File: src/rtl/acondicionador_botones.sv
// ---------------------------------------------------------------------------
// acondicionador_botones
//   Conditions four raw active-low pushbuttons and one raw tilt sensor for
//   the pet state machine. Each channel runs an independent pipeline made of
//   a 2-flop synchronizer, a debounce counter and a stable-level register.
//   Buttons produce a single-cycle press pulse. The tilt sensor produces a
//   debounced level.
//
//   Optional feature macro: AUTO_REPEAT_EN
//     When defined, Feed and Play emit an extra pulse every REPEAT_CYCLES
//     cycles while they stay pressed. Sleep and Awake are unaffected.
//     When undefined, no repeat counters are built.
//
//   Ports
//     clk          in   system clock, rising edge
//     rst          in   synchronous active-high reset
//     btn_sleep_n  in   raw Sleep button, async, active-low
//     btn_awake_n  in   raw Awake button, async, active-low
//     btn_feed_n   in   raw Feed button, async, active-low
//     btn_play_n   in   raw Play button, async, active-low
//     giro_raw     in   raw tilt sensor, async, active-high
//     botonSleep   out  Sleep press pulse (1 cycle)
//     botonAwake   out  Awake press pulse (1 cycle)
//     botonFeed    out  Feed press pulse (1 cycle, optional auto-repeat)
//     botonPlay    out  Play press pulse (1 cycle, optional auto-repeat)
//     giro         out  debounced tilt level
// ---------------------------------------------------------------------------

// ---------------------------------------------------------------------------
// acondicionador_boton
//   One pushbutton channel: synchronizer, debounce FSM, and press pulse.
//   Ports: clk, rst, raw_n (raw active-low button), pulse (press pulse).
// ---------------------------------------------------------------------------
module acondicionador_boton #(
    parameter int unsigned DEBOUNCE_CYCLES = 20,
    parameter int unsigned REPEAT_CYCLES   = 50,
    parameter bit          REPEAT_EN       = 1'b0
) (
    input  logic clk,
    input  logic rst,
    input  logic raw_n,
    output logic pulse
);

    localparam int unsigned    CW       = $clog2(DEBOUNCE_CYCLES + 1);
    localparam logic [CW-1:0]  CNT_LAST = CW'(DEBOUNCE_CYCLES - 1);

    typedef enum logic [1:0] {
        RELEASED,
        PRESS_QUAL,
        PRESSED,
        RELEASE_QUAL
    } state_t;

    state_t        state;
    logic [CW-1:0] cnt;
    logic          sync1;
    logic          s;
    logic          repeat_hit;

    // Two-flop synchronizer, idles at the released level (1).
    always_ff @(posedge clk) begin
        if (rst) begin
            sync1 <= 1'b1;
            s     <= 1'b1;
        end else begin
            sync1 <= raw_n;
            s     <= sync1;
        end
    end

    // Debounce FSM. The qualification states carry the running count of
    // consecutive cycles with s opposite to the stable level, so entering a
    // qualification state already counts the first differing cycle.
    always_ff @(posedge clk) begin
        if (rst) begin
            state <= RELEASED;
            cnt   <= '0;
            pulse <= 1'b0;
        end else begin
            pulse <= repeat_hit;
            case (state)
                RELEASED: begin
                    if (!s) begin
                        state <= PRESS_QUAL;
                        cnt   <= CW'(1);
                    end else begin
                        cnt   <= '0;
                    end
                end
                PRESS_QUAL: begin
                    if (s) begin
                        state <= RELEASED;
                        cnt   <= '0;
                    end else if (cnt == CNT_LAST) begin
                        state <= PRESSED;
                        cnt   <= '0;
                        pulse <= 1'b1;
                    end else begin
                        cnt   <= cnt + 1'b1;
                    end
                end
                PRESSED: begin
                    if (s) begin
                        state <= RELEASE_QUAL;
                        cnt   <= CW'(1);
                    end else begin
                        cnt   <= '0;
                    end
                end
                RELEASE_QUAL: begin
                    if (!s) begin
                        state <= PRESSED;
                        cnt   <= '0;
                    end else if (cnt == CNT_LAST) begin
                        state <= RELEASED;
                        cnt   <= '0;
                    end else begin
                        cnt   <= cnt + 1'b1;
                    end
                end
                default: begin
                    state <= RELEASED;
                    cnt   <= '0;
                end
            endcase
        end
    end

`ifdef AUTO_REPEAT_EN
    generate
        if (REPEAT_EN) begin : g_repeat
            localparam int unsigned   RW       = $clog2(REPEAT_CYCLES + 1);
            localparam logic [RW-1:0] REP_LAST = RW'(REPEAT_CYCLES - 1);

            logic [RW-1:0] rep_cnt;

            // Counts from the initial pulse; restarts whenever the channel
            // is not in PRESSED, including the edge that enters PRESSED.
            always_ff @(posedge clk) begin
                if (rst || state != PRESSED) begin
                    rep_cnt <= '0;
                end else if (rep_cnt == REP_LAST) begin
                    rep_cnt <= '0;
                end else begin
                    rep_cnt <= rep_cnt + 1'b1;
                end
            end

            always_comb begin
                repeat_hit = (state == PRESSED) && (rep_cnt == REP_LAST);
            end
        end else begin : g_no_repeat
            always_comb begin
                repeat_hit = 1'b0;
            end
        end
    endgenerate
`else
    always_comb begin
        repeat_hit = 1'b0;
    end
`endif

endmodule

// ---------------------------------------------------------------------------
// acondicionador_nivel
//   Level channel: synchronizer, debounce counter, stable-level register.
//   Ports: clk, rst, raw (raw active-high input), level (debounced level).
// ---------------------------------------------------------------------------
module acondicionador_nivel #(
    parameter int unsigned DEBOUNCE_CYCLES = 20
) (
    input  logic clk,
    input  logic rst,
    input  logic raw,
    output logic level
);

    localparam int unsigned   CW       = $clog2(DEBOUNCE_CYCLES + 1);
    localparam logic [CW-1:0] CNT_LAST = CW'(DEBOUNCE_CYCLES - 1);

    logic [CW-1:0] cnt;
    logic          sync1;
    logic          s;

    always_ff @(posedge clk) begin
        if (rst) begin
            sync1 <= 1'b0;
            s     <= 1'b0;
            level <= 1'b0;
            cnt   <= '0;
        end else begin
            sync1 <= raw;
            s     <= sync1;
            if (s == level) begin
                cnt   <= '0;
            end else if (cnt == CNT_LAST) begin
                level <= ~level;
                cnt   <= '0;
            end else begin
                cnt   <= cnt + 1'b1;
            end
        end
    end

endmodule

// ---------------------------------------------------------------------------
// acondicionador_botones (top)
// ---------------------------------------------------------------------------
module acondicionador_botones #(
    parameter int unsigned DEBOUNCE_CYCLES = 20,
    parameter int unsigned REPEAT_CYCLES   = 50
) (
    input  logic clk,
    input  logic rst,
    input  logic btn_sleep_n,
    input  logic btn_awake_n,
    input  logic btn_feed_n,
    input  logic btn_play_n,
    input  logic giro_raw,
    output logic botonSleep,
    output logic botonAwake,
    output logic botonFeed,
    output logic botonPlay,
    output logic giro
);

`ifdef AUTO_REPEAT_EN
    localparam bit REPEAT_FP = 1'b1;
`else
    localparam bit REPEAT_FP = 1'b0;
`endif

    acondicionador_boton #(
        .DEBOUNCE_CYCLES (DEBOUNCE_CYCLES),
        .REPEAT_CYCLES   (REPEAT_CYCLES),
        .REPEAT_EN       (1'b0)
    ) u_sleep (
        .clk   (clk),
        .rst   (rst),
        .raw_n (btn_sleep_n),
        .pulse (botonSleep)
    );

    acondicionador_boton #(
        .DEBOUNCE_CYCLES (DEBOUNCE_CYCLES),
        .REPEAT_CYCLES   (REPEAT_CYCLES),
        .REPEAT_EN       (1'b0)
    ) u_awake (
        .clk   (clk),
        .rst   (rst),
        .raw_n (btn_awake_n),
        .pulse (botonAwake)
    );

    acondicionador_boton #(
        .DEBOUNCE_CYCLES (DEBOUNCE_CYCLES),
        .REPEAT_CYCLES   (REPEAT_CYCLES),
        .REPEAT_EN       (REPEAT_FP)
    ) u_feed (
        .clk   (clk),
        .rst   (rst),
        .raw_n (btn_feed_n),
        .pulse (botonFeed)
    );

    acondicionador_boton #(
        .DEBOUNCE_CYCLES (DEBOUNCE_CYCLES),
        .REPEAT_CYCLES   (REPEAT_CYCLES),
        .REPEAT_EN       (REPEAT_FP)
    ) u_play (
        .clk   (clk),
        .rst   (rst),
        .raw_n (btn_play_n),
        .pulse (botonPlay)
    );

    acondicionador_nivel #(
        .DEBOUNCE_CYCLES (DEBOUNCE_CYCLES)
    ) u_giro (
        .clk   (clk),
        .rst   (rst),
        .raw   (giro_raw),
        .level (giro)
    );

endmodule

File: config.mk
export PLATFORM = sky130hd
export DESIGN_NAME = acondicionador_botones
export DESIGN_NICKNAME = d
export VERILOG_FILES = /design/src/rtl/acondicionador_botones.sv
export SDC_FILE = /design/constraint.sdc
export NUM_CORES = 1
export LEC_CHECK = 0
export ABC_AREA = 0
export BUFFER_PORTS_ARGS = -buffer_cell sky130_fd_sc_hd__buf_2
export CORE_UTILIZATION = 40
export CTS_CLUSTER_DIAMETER = 80
export CTS_CLUSTER_SIZE = 8
export DETAILED_ROUTE_END_ITERATION = 10
export GPL_TIMING_DRIVEN = 0
export SKIP_LAST_GASP = 1
export SLEW_MARGIN = 15
export SYNTH_ARGS = -nofsm -noshare
export SYNTH_HDL_FRONTEND = slang
export SYNTH_SLANG_ARGS = --single-unit
File: constraint.sdc
create_clock -name clk -period 4.2 [get_ports clk]
set_input_delay 0 -clock clk [delete_from_list [all_inputs] [get_ports clk]]
set_output_delay 0 -clock clk [all_outputs]
set_load 0.05 [all_outputs]
==> results.py, run 1 <==
metrics = {
    "grt": {
        "grt_max_degree": 15,
        "overflow": 0,
        "gr-usage-all-layers": 0.138,
        "antenna_found_initial": 0,
        "grt_pass1_vias": 1285,
        "grt_pass1_wl_um": 5430,
    },
    "floorplanning": {
        "start_util": 0.420,
        "die_w_um": 69.8,
        "die_h_um": 69.8,
        "dieArea_um2": 4870,
        "rows": 24,
        "io_pins": 12,
        "core_area_um2": 4380,
    },
    "sta": {
        "fin_crit_ps": 1440,
        "worstMarginPinSlew_ps": 482,
        "rsz0062_at_grt": "false",
        "final_max_slew_viol_count": 0,
        "clock.fmax_mhz": 696,
        "setup_ws_ps": 2760,
        "max_slew_margin": 0.679,
        "final.period_utilization": 0.342,
        "setup_violations": 0,
        "final_hold_viol_count": 0,
        "fin_setup_tns_ps": 0,
        "finClkSkew_ps": 2.49,
    },
    "synth": {
        "synth_area_leaders": "dfxtp_1 52%, ha_1 3.4%, xor2_1 3.3%",
        "synth_cell_type_count": 35,
        "synthTopCellsByCount": "48 x dfxtp_1, 15 x nor2_1, 11 x nand2_1",
        "synth-seq-area-share": 0.522,
        "synth_cells": 182,
        "synthArstFlopShare": 0,
        "synth_area_um2": 1840,
        "synth_edf_count": 0,
        "synth_fp_nets": 194,
        "synth.most_common_cell": "dfxtp_1",
        "synth_top_area_share": 0.522,
        "synth_top_flop_cell": "dfxtp_1",
        "avgSynthCellArea_um2": 10.1,
        "yosysTopAreaCell": "dfxtp_1",
        "yosys_warnings": 0,
        "synth-seq-cells": 48,
    },
    "final_layout": {
        "multi_input_area_um2": 830,
        "synthToLayoutAreaGrowth_pct": 14.1,
        "seqCellArea_um2": 961,
        "design_area_um2": 2100,
        "final_cells": 257,
        "post-route-util": 0.479,
        "layout-drive-gt1-share": 0.156,
        "insertedDiodeCount": 0,
        "final_nets": 216,
        "fill_cells": 426,
    },
    "status": {
        "outcome": "completed",
    },
    "cts": {
        "cts_max_level": 2,
        "cts_sinks": 48,
        "ctsLongestPathBuffers": 2,
        "cts_setup_buffers": 0,
        "path_clk_slew_ps": 80,
        "cts_root_buf": "clkbuf_8",
        "numCtsBuffers": 5,
        "insertion_delay_ps": 290,
        "cts_tree": "built",
    },
    "worst_setup_path": {
        "end_kind": "flop",
        "required_ps": 4430,
        "crit_path_max_fanout": 6,
        "startpoint_type": "flop",
        "criticalPathCategory": "reg -> reg",
        "cp.arrival_ps": 1660,
    },
    "detailed_routing": {
        "wl_um": 3030,
        "route.vias.total": 1299,
        "firstDrtPassIters": 4,
        "antenna_left": 0,
        "drt_iter0_drc": 49,
        "wl_per_cell_um": 11.8,
        "viasPerCell": 5.05,
        "drc_errors": 0,
    },
    "power": {
        "p_leak_nw": 0.785,
        "power.density_nw_per_um2": 363,
        "ir_worst_vdd_mv": 0.261,
    },
    "place": {
        "pre_cts_ws_ps": 2780,
        "dp_hpwl_um": 2210,
        "io_buffers": 10,
        "place_congestion": 0.708,
        "dpl-instance-area_um2": 1950,
        "placed_cells": 244,
    },
    "min_path": {
        "hold_class": "in -> reg",
    },
    "job": {
        "cap_violations": 0,
    },
}
per-layer routing:
metal	track usage	vias up	share of wire
met5	0	-	0
met4	0.0622	0	0.013
met3	0.0305	5	0.032
met2	0.239	24	0.49
met1	0.163	589	0.46
li1	-	681	-
through the flow:
step	hold slack, ps	total power [W]
6_report	106	0.000762
5_1_grt	137	0.000793
4_1_cts	111	0.000773
3_5_place_dp	186	0.000494
3_3_place_gp	185	0.000493
2_1_floorplan	104	0.000488
state kept, by name, indices dropped and copies added, names as in the netlist, 5 cells and up, named ones only:
signal	cells
u_play.cnt	5
u_giro.cnt	5
u_awake.cnt	5
u_sleep.cnt	5
u_feed.cnt	5
repair_timing:
item	4_1_cts	5_1_grt
gates resized for setup	0	0
hold buffers	5	0
hold endpoints to repair	5	0
kinds of logic (layout without fill, tap and decap cells):
kind of cell,after synthesis,in the layout,share of synthesized area
DFF,48,48,0.522
buffers and inverters,13,36,0.0265
adders and majority gates,5,5,0.0340
muxes,1,1,0.00544
xor gates and xnor gates,12,12,0.0571
and+or+nand+nor,77,77,0.255
AOI/OAI and AO/OA,26,26,0.0993
path summary, 6_finish.rpt:
kind / from / end / slack, ps / cells after the start
setup / recovery: u_feed.cnt[0]$_SDFF_PP0_ / u_feed.cnt[2]$_SDFF_PP0_ / 2760 / 4
hold / removal: rst / u_giro.sync1$_SDFF_PP0_ / 110 / 2
setup reg to reg: u_feed.cnt[0]$_SDFF_PP0_ / u_feed.cnt[2]$_SDFF_PP0_ / 2760 / 4
hold reg to reg: u_sleep.sync1$_SDFF_PP1_ / u_sleep.s$_SDFF_PP1_ / 420 / 1
worst max-delay path: stages (launching register included):
cell and delay [ps]:
dfxtp_1 330, ha_1 240, and4bb_4 240, a2111o_1 450
nor2_1 120
power by group:
part           total (W)  switching, W  internal [W]
combinational  0.0000206    0.00000938     0.0000112
clock           0.000275      0.000141      0.000134
sequential      0.000466    0.00000441      0.000461
placed cells by master (no fill, tap or decap), types with 7 or more instances in the layout:
| cell | count |
|---|---|
| dfxtp_1 | 48 |
| nor2_1 | 15 |
| nand2_1 | 11 |
| inv_1 | 10 |
| buf_2 | 10 |
| or2_2 | 9 |
| xor2_1 | 7 |
| a21oi_1 | 7 |
layout make-up:
type | instances | share of cell area
Sequential cell | 48 | 0.458
Multi-Input combinational cell | 121 | 0.395
Timing Repair Buffer | 15 | 0.0477
Clock buffer | 7 | 0.0411
Tap cell | 52 | 0.0310
Inverter | 10 | 0.0179
Buffer | 3 | 0.00537
Clock inverter | 1 | 0.00358
Power figures use the tool's default switching activity.
==> inputs of run 2 (changes only) <==
==> constraint.sdc (replaced) <==
create_clock -name clk -period 1.2 [get_ports clk]
set_input_delay 0 -clock clk [delete_from_list [all_inputs] [get_ports clk]]
set_output_delay 0 -clock clk [all_outputs]
set_load 0.05 [all_outputs]
==> run 2 against run 1 <==
Net effect:
- the flow now finishes with violations (setup timing)
- flip-flop and latch count unchanged
- routed wire length is 14% higher
- power grew to 4.3 times the previous value
- critical endpoint is now u_giro.cnt[2]$_SDFF_PP0_
==> results.py, run 2 (same netlist as run 1, synthesis figures left out) <==
metrics = {
    "cts": {
        "insertion_delay_ps": 300,
        "cts_max_level": 2,
        "cts_tree": "built",
        "ctsLongestPathBuffers": 2,
        "cts_sinks": 48,
        "cts_root_buf": "clkbuf_8",
        "path_clk_slew_ps": 90,
        "numCtsBuffers": 5,
    },
    "place": {
        "dp_hpwl_um": 2220,
        "place_congestion": 0.739,
        "io_buffers": 10,
        "pre_cts_ws_ps": -108,
    },
    "sta": {
        "worstMarginPinSlew_ps": 562,
        "fin_crit_ps": 1290,
        "rsz0062_at_grt": "true",
        "setup_ws_ps": -92.5,
        "finClkSkew_ps": 8.54,
        "fin_setup_tns_ps": -628,
        "final_max_slew_viol_count": 0,
        "setup_violations": 9,
        "final_hold_viol_count": 0,
        "clock.fmax_mhz": 774,
        "final.period_utilization": 1.08,
        "holdWs_ps": 84.3,
        "max_slew_margin": 0.626,
    },
    "job": {
        "cap_violations": 0,
    },
    "grt": {
        "gr-usage-all-layers": 0.152,
        "met2_usage": 0.260,
        "overflow": 0,
        "antenna_found_initial": 0,
        "grt_max_degree": 16,
        "grt_pass1_wl_um": 5750,
        "use_met1": 0.171,
        "top_usage_layer": "met2",
        "grtUsageMet3": 0.0523,
        "grt_pass1_vias": 1332,
    },
    "min_path": {
        "hold_class": "in -> reg",
        "worstHoldPathCells": 2,
        "whs_endpoint": "u_giro.sync1$_SDFF_PP0_",
        "min_from": "rst",
    },
    "floorplanning": {
        "rows": 24,
        "io_pins": 12,
        "start_util": 0.420,
        "die_h_um": 69.8,
        "core_area_um2": 4380,
        "dieArea_um2": 4870,
        "die_w_um": 69.8,
    },
    "status": {
        "outcome": "finished with violations",
        "violations": "setup timing",
    },
    "worst_setup_path": {
        "cp.arrival_ps": 1540,
        "reg2reg_slack_ps": -90,
        "criticalPathCategory": "reg -> reg",
        "crit_path_cell_trace": "ha_4, and4bb_2, or3b_4, nor2_1",
        "critPathTopFamily": "simple AND/OR/NAND/NOR gates",
        "critical_path_buf_inv_count": 0,
        "crit_path_max_fanout": 4,
        "critPathSlowestCell": "or3b_4",
        "end_kind": "flop",
        "critPathMaxStageDelay_ps": 410,
        "ff2ff_path_depth": 4,
        "r2r-end": "u_giro.cnt[2]$_SDFF_PP0_",
        "r2r_start": "u_giro.cnt[0]$_SDFF_PP0_",
        "startpoint_type": "flop",
        "required_ps": 1440,
    },
    "detailed_routing": {
        "viasPerCell": 5.21,
        "firstDrtPassIters": 4,
        "antenna_left": 0,
        "wl_um": 3460,
        "route.vias.total": 1381,
        "wl_per_cell_um": 13.0,
        "drt_iter0_drc": 45,
        "drc_errors": 0,
    },
    "final_layout": {
        "insertedDiodeCount": 0,
        "layout-drive-gt1-share": 0.296,
        "final_common_cell": "dfxtp_1",
        "final_nets": 224,
        "synthToLayoutAreaGrowth_pct": 26.5,
        "layout_common_cells": "37 x dfxtp_1, 14 x nor2_1, 11 x dfxtp_2",
    },
    "power": {
        "power.density_nw_per_um2": 1410,
        "total_power_w": 0.00329,
        "ir_worst_vdd_mv": 1.09,
        "p_leak_nw": 0.862,
    },
}
-- run 2: cell type report --
class                   instances  area [um^2]
inverters                      10         37.5
multi-input cells             121          912
fillers                       402         2060
well taps                      52         65.1
clock buffers                   5         68.8
flip-flops and latches         48          975
clock inverters                 3         90.1
repair buffers                 23          168
plain buffers                   3         11.3
-- run 2: worst max path at each step --
stage | start | end | slack, ps | cells past startpoint
4_1_cts | u_giro.cnt[0]$_SDFF_PP0_ | u_giro.cnt[0]$_SDFF_PP0_ | -90 | 4
5_1_grt | u_feed.cnt[0]$_SDFF_PP0_ | u_feed.cnt[3]$_SDFF_PP0_ | -130 | 4
3_5_place_dp | u_feed.cnt[0]$_SDFF_PP0_ | u_feed.cnt[3]$_SDFF_PP0_ | -110 | 4
6_report | u_giro.cnt[0]$_SDFF_PP0_ | u_giro.cnt[2]$_SDFF_PP0_ | -90 | 4
2_1_floorplan | u_giro.cnt[0]$_SDFF_PP0_ | u_giro.cnt[2]$_SDFF_PP0_ | -30 | 4
3_3_place_gp | u_giro.cnt[0]$_SDFF_PP0_ | u_giro.cnt[2]$_SDFF_PP0_ | -70 | 4
-- run 2: per-layer routing --
| layer | share of wire | vias up |
|---|---|---|
| met1 | 0.45 | 652 |
| li1 | - | 695 |
| met2 | 0.50 | 26 |
| met3 | 0.035 | 8 |
| met5 | 0 | - |
| met4 | 0.021 | 0 |
-- run 2: through the flow --
step           instance area [um^2]  instances   util
6_report                       2330        265  0.531
5_1_grt                        2330        265  0.531
4_1_cts                        2250        262  0.512
3_5_place_dp                   1970        244  0.450
3_3_place_gp                   1970        244  0.450
2_1_floorplan                  1860        182      -
-- run 2: timing repair --
action | in CTS | in global routing
endpoints found under the hold margin | 5 | 0
pin swaps | 7 | 9
setup buffers | 5 | 3
gates cloned | 0 | 0
gates resized for setup | 10 | 13
endpoints found under the setup margin | 14 | 20
hold buffers | 5 | 0
-- run 2: report_power, final --
part	switching, W	internal [W]
registers	0.0000186	0.00162
clock network	0.000533	0.00104
logic	0.0000368	0.0000456
-- run 2: worst reg2reg max path: stages, from the launching register on --
cell      delay (ps)
dfxtp_2          340
ha_4             160
and4bb_2         230
or3b_4           410
nor2_1            90
==> inputs of run 3 (changes only) <==
--- a/config.mk
+++ b/config.mk
@@ -6,11 +6,11 @@
 export NUM_CORES = 1
 export LEC_CHECK = 0
 export ABC_AREA = 0
-export BUFFER_PORTS_ARGS = -buffer_cell sky130_fd_sc_hd__buf_2
 export CORE_UTILIZATION = 40
 export CTS_CLUSTER_DIAMETER = 80
 export CTS_CLUSTER_SIZE = 8
 export DETAILED_ROUTE_END_ITERATION = 10
+export DONT_BUFFER_PORTS = 1
 export GPL_TIMING_DRIVEN = 0
 export SKIP_LAST_GASP = 1
 export SLEW_MARGIN = 15
==> constraint.sdc (replaced) <==
create_clock -name clk -period 1.6 [get_ports clk]
set_input_delay 0 -clock clk [delete_from_list [all_inputs] [get_ports clk]]
set_output_delay 0 -clock clk [all_outputs]
set_load 0.05 [all_outputs]
==> run 3 against run 2 <==
Net effect:
- the flow now finishes without violations
- flip-flop and latch count stayed put
- final cell count is 6.8% lower
- count of clock-buffer cells in the layout is 3 higher
- largest power group unchanged
- highest routed layer unchanged
- design area is 12% lower
- die area stayed put
==> results.py, run 3 (same netlist as run 1, synthesis figures left out) <==
metrics = {
    "sta": {
        "fin_setup_tns_ps": 0,
        "max_slew_margin": 0.618,
        "final_max_slew_viol_count": 0,
        "finClkSkew_ps": 4.27,
        "worstMarginPinSlew_ps": 572,
        "rsz0062_at_grt": "false",
        "fin_crit_ps": 1530,
        "holdWs_ps": 106,
        "final.period_utilization": 0.954,
        "final_hold_viol_count": 0,
        "clock.fmax_mhz": 655,
        "setup_violations": 0,
    },
    "power": {
        "swShare": 0.204,
        "p_leak_nw": 0.739,
        "power.density_nw_per_um2": 977,
        "p_clk_frac": 0.363,
        "comb_power_share": 0.025,
        "switching_power_w": 0.000407,
        "ir_worst_vdd_mv": 0.552,
        "p_seq_frac": 0.613,
        "p_int_w": 0.00159,
    },
    "grt": {
        "antenna_found_initial": 0,
        "grt_max_degree": 14,
        "gr-usage-all-layers": 0.131,
        "overflow": 0,
        "grt_pass1_wl_um": 5060,
        "grt_pass1_vias": 1177,
    },
    "worst_setup_path": {
        "required_ps": 1830,
        "cp.arrival_ps": 1760,
        "critPathSlowestCell": "dfxtp_1",
        "crit_path_cell_trace": "xor2_1, or3b_4, nor2_1",
        "criticalPathCategory": "reg -> reg",
        "end_kind": "flop",
        "ff2ff_path_depth": 3,
        "critPathTopFamily": "flip-flops",
        "crit_cells": 3,
        "critical_path_buf_inv_count": 0,
        "startpoint_type": "flop",
        "critPathMaxStageDelay_ps": 690,
        "crit_path_max_fanout": 4,
    },
    "final_layout": {
        "final_common_cell": "dfxtp_1",
        "synthToLayoutAreaGrowth_pct": 11.2,
        "layout_common_cells": "48 x dfxtp_1, 15 x nor2_1, 11 x nand2_1",
        "insertedDiodeCount": 0,
        "layout-drive-gt1-share": 0.108,
        "final_nets": 206,
    },
    "detailed_routing": {
        "drt_iter0_drc": 20,
        "drc_errors": 0,
        "firstDrtPassIters": 4,
        "viasPerCell": 5.10,
        "route.vias.total": 1259,
        "wl_um": 3030,
        "antenna_left": 0,
        "wl_per_cell_um": 12.3,
    },
    "floorplanning": {
        "rows": 24,
        "dieArea_um2": 4870,
        "die_w_um": 69.8,
        "die_h_um": 69.8,
        "io_pins": 12,
        "start_util": 0.420,
        "core_area_um2": 4380,
    },
    "cts": {
        "cts_tree": "built",
        "cts_setup_buffers": 0,
        "ctsLongestPathBuffers": 2,
        "path_clk_slew_ps": 80,
        "cts_sinks": 48,
        "cts_root_buf": "clkbuf_8",
        "cts_max_level": 2,
        "insertion_delay_ps": 290,
        "numCtsBuffers": 5,
    },
    "place": {
        "place_congestion": 0.710,
        "dp_hpwl_um": 2140,
        "io_buffers": 0,
    },
    "min_path": {
        "worstHoldPathCells": 2,
        "hold_class": "in -> reg",
    },
    "job": {
        "cap_violations": 0,
    },
    "status": {
        "outcome": "completed",
    },
}
==> run 3: worst paths after layout <==
check	from	to	slack, ps
worst max-delay path	u_giro.level$_SDFFE_PP0P_	u_giro.cnt[1]$_SDFF_PP0_	70
worst min-delay path	rst	u_giro.sync1$_SDFF_PP0_	110
worst max register to register	u_giro.level$_SDFFE_PP0P_	u_giro.cnt[1]$_SDFF_PP0_	70
worst min register to register	u_sleep.sync1$_SDFF_PP1_	u_sleep.s$_SDFF_PP1_	420
==> run 3: through the flow <==
step	setup slack, ps	instance area (um^2)	instances	util	power, W
final	73.5	2040	247	0.466	0.00200
after global routing	4.77	2040	247	0.466	0.00207
after CTS	73.9	2040	247	0.466	0.00202
after detailed placement	98.9	1900	234	0.434	0.00129
after global placement	133	1900	234	0.434	0.00129
after floorplan	199	1840	182	-	0.00128
==> run 3: final cells by class <==
cell class,instances,area [um^2]
Clock buffer,8,90.1
Fill cell,419,2340
Inverter,10,37.5
Tap cell,52,65.1
Sequential cell,48,961
Timing Repair Buffer,5,50.0
Multi-Input combinational cell,121,830
Buffer,3,11.3
==> run 3: worst reg2reg max path, stage by stage (launching register included) <==
cell     delay, ps
dfxtp_1        690
xor2_1         240
or3b_4         420
nor2_1         110
==> run 3: power by group through the flow <==
| stage | Sequential, W | Combinational [W] | Clock (W) |
|---|---|---|---|
| finish | 0.00122 | 0.0000492 | 0.000724 |
| global route | 0.00123 | 0.0000542 | 0.000788 |
| CTS | 0.00122 | 0.0000495 | 0.000746 |
| detailed placement | 0.00125 | 0.0000403 | 0 |
| global placement | 0.00125 | 0.0000393 | 0 |
| floorplan | 0.00125 | 0.0000314 | 0 |
==> run 3: metal layers <==
metal  GRT usage  routed length, um  share of wire  up-vias
met5           0                  0              0        -
met4      0.0533                 41          0.014        0
met3      0.0436                 94          0.031        4
met2       0.224               1440           0.48       15
met1       0.148               1450           0.48      579
li1            -                  -              -      661
==> run 3: repair_timing <==
| action | in CTS | in global routing |
|---|---|---|
| gates resized for setup | 0 | 0 |
| hold buffers | 5 | 0 |
| setup endpoints to repair | 0 | 0 |
| endpoints found under the hold margin | 5 | 0 |
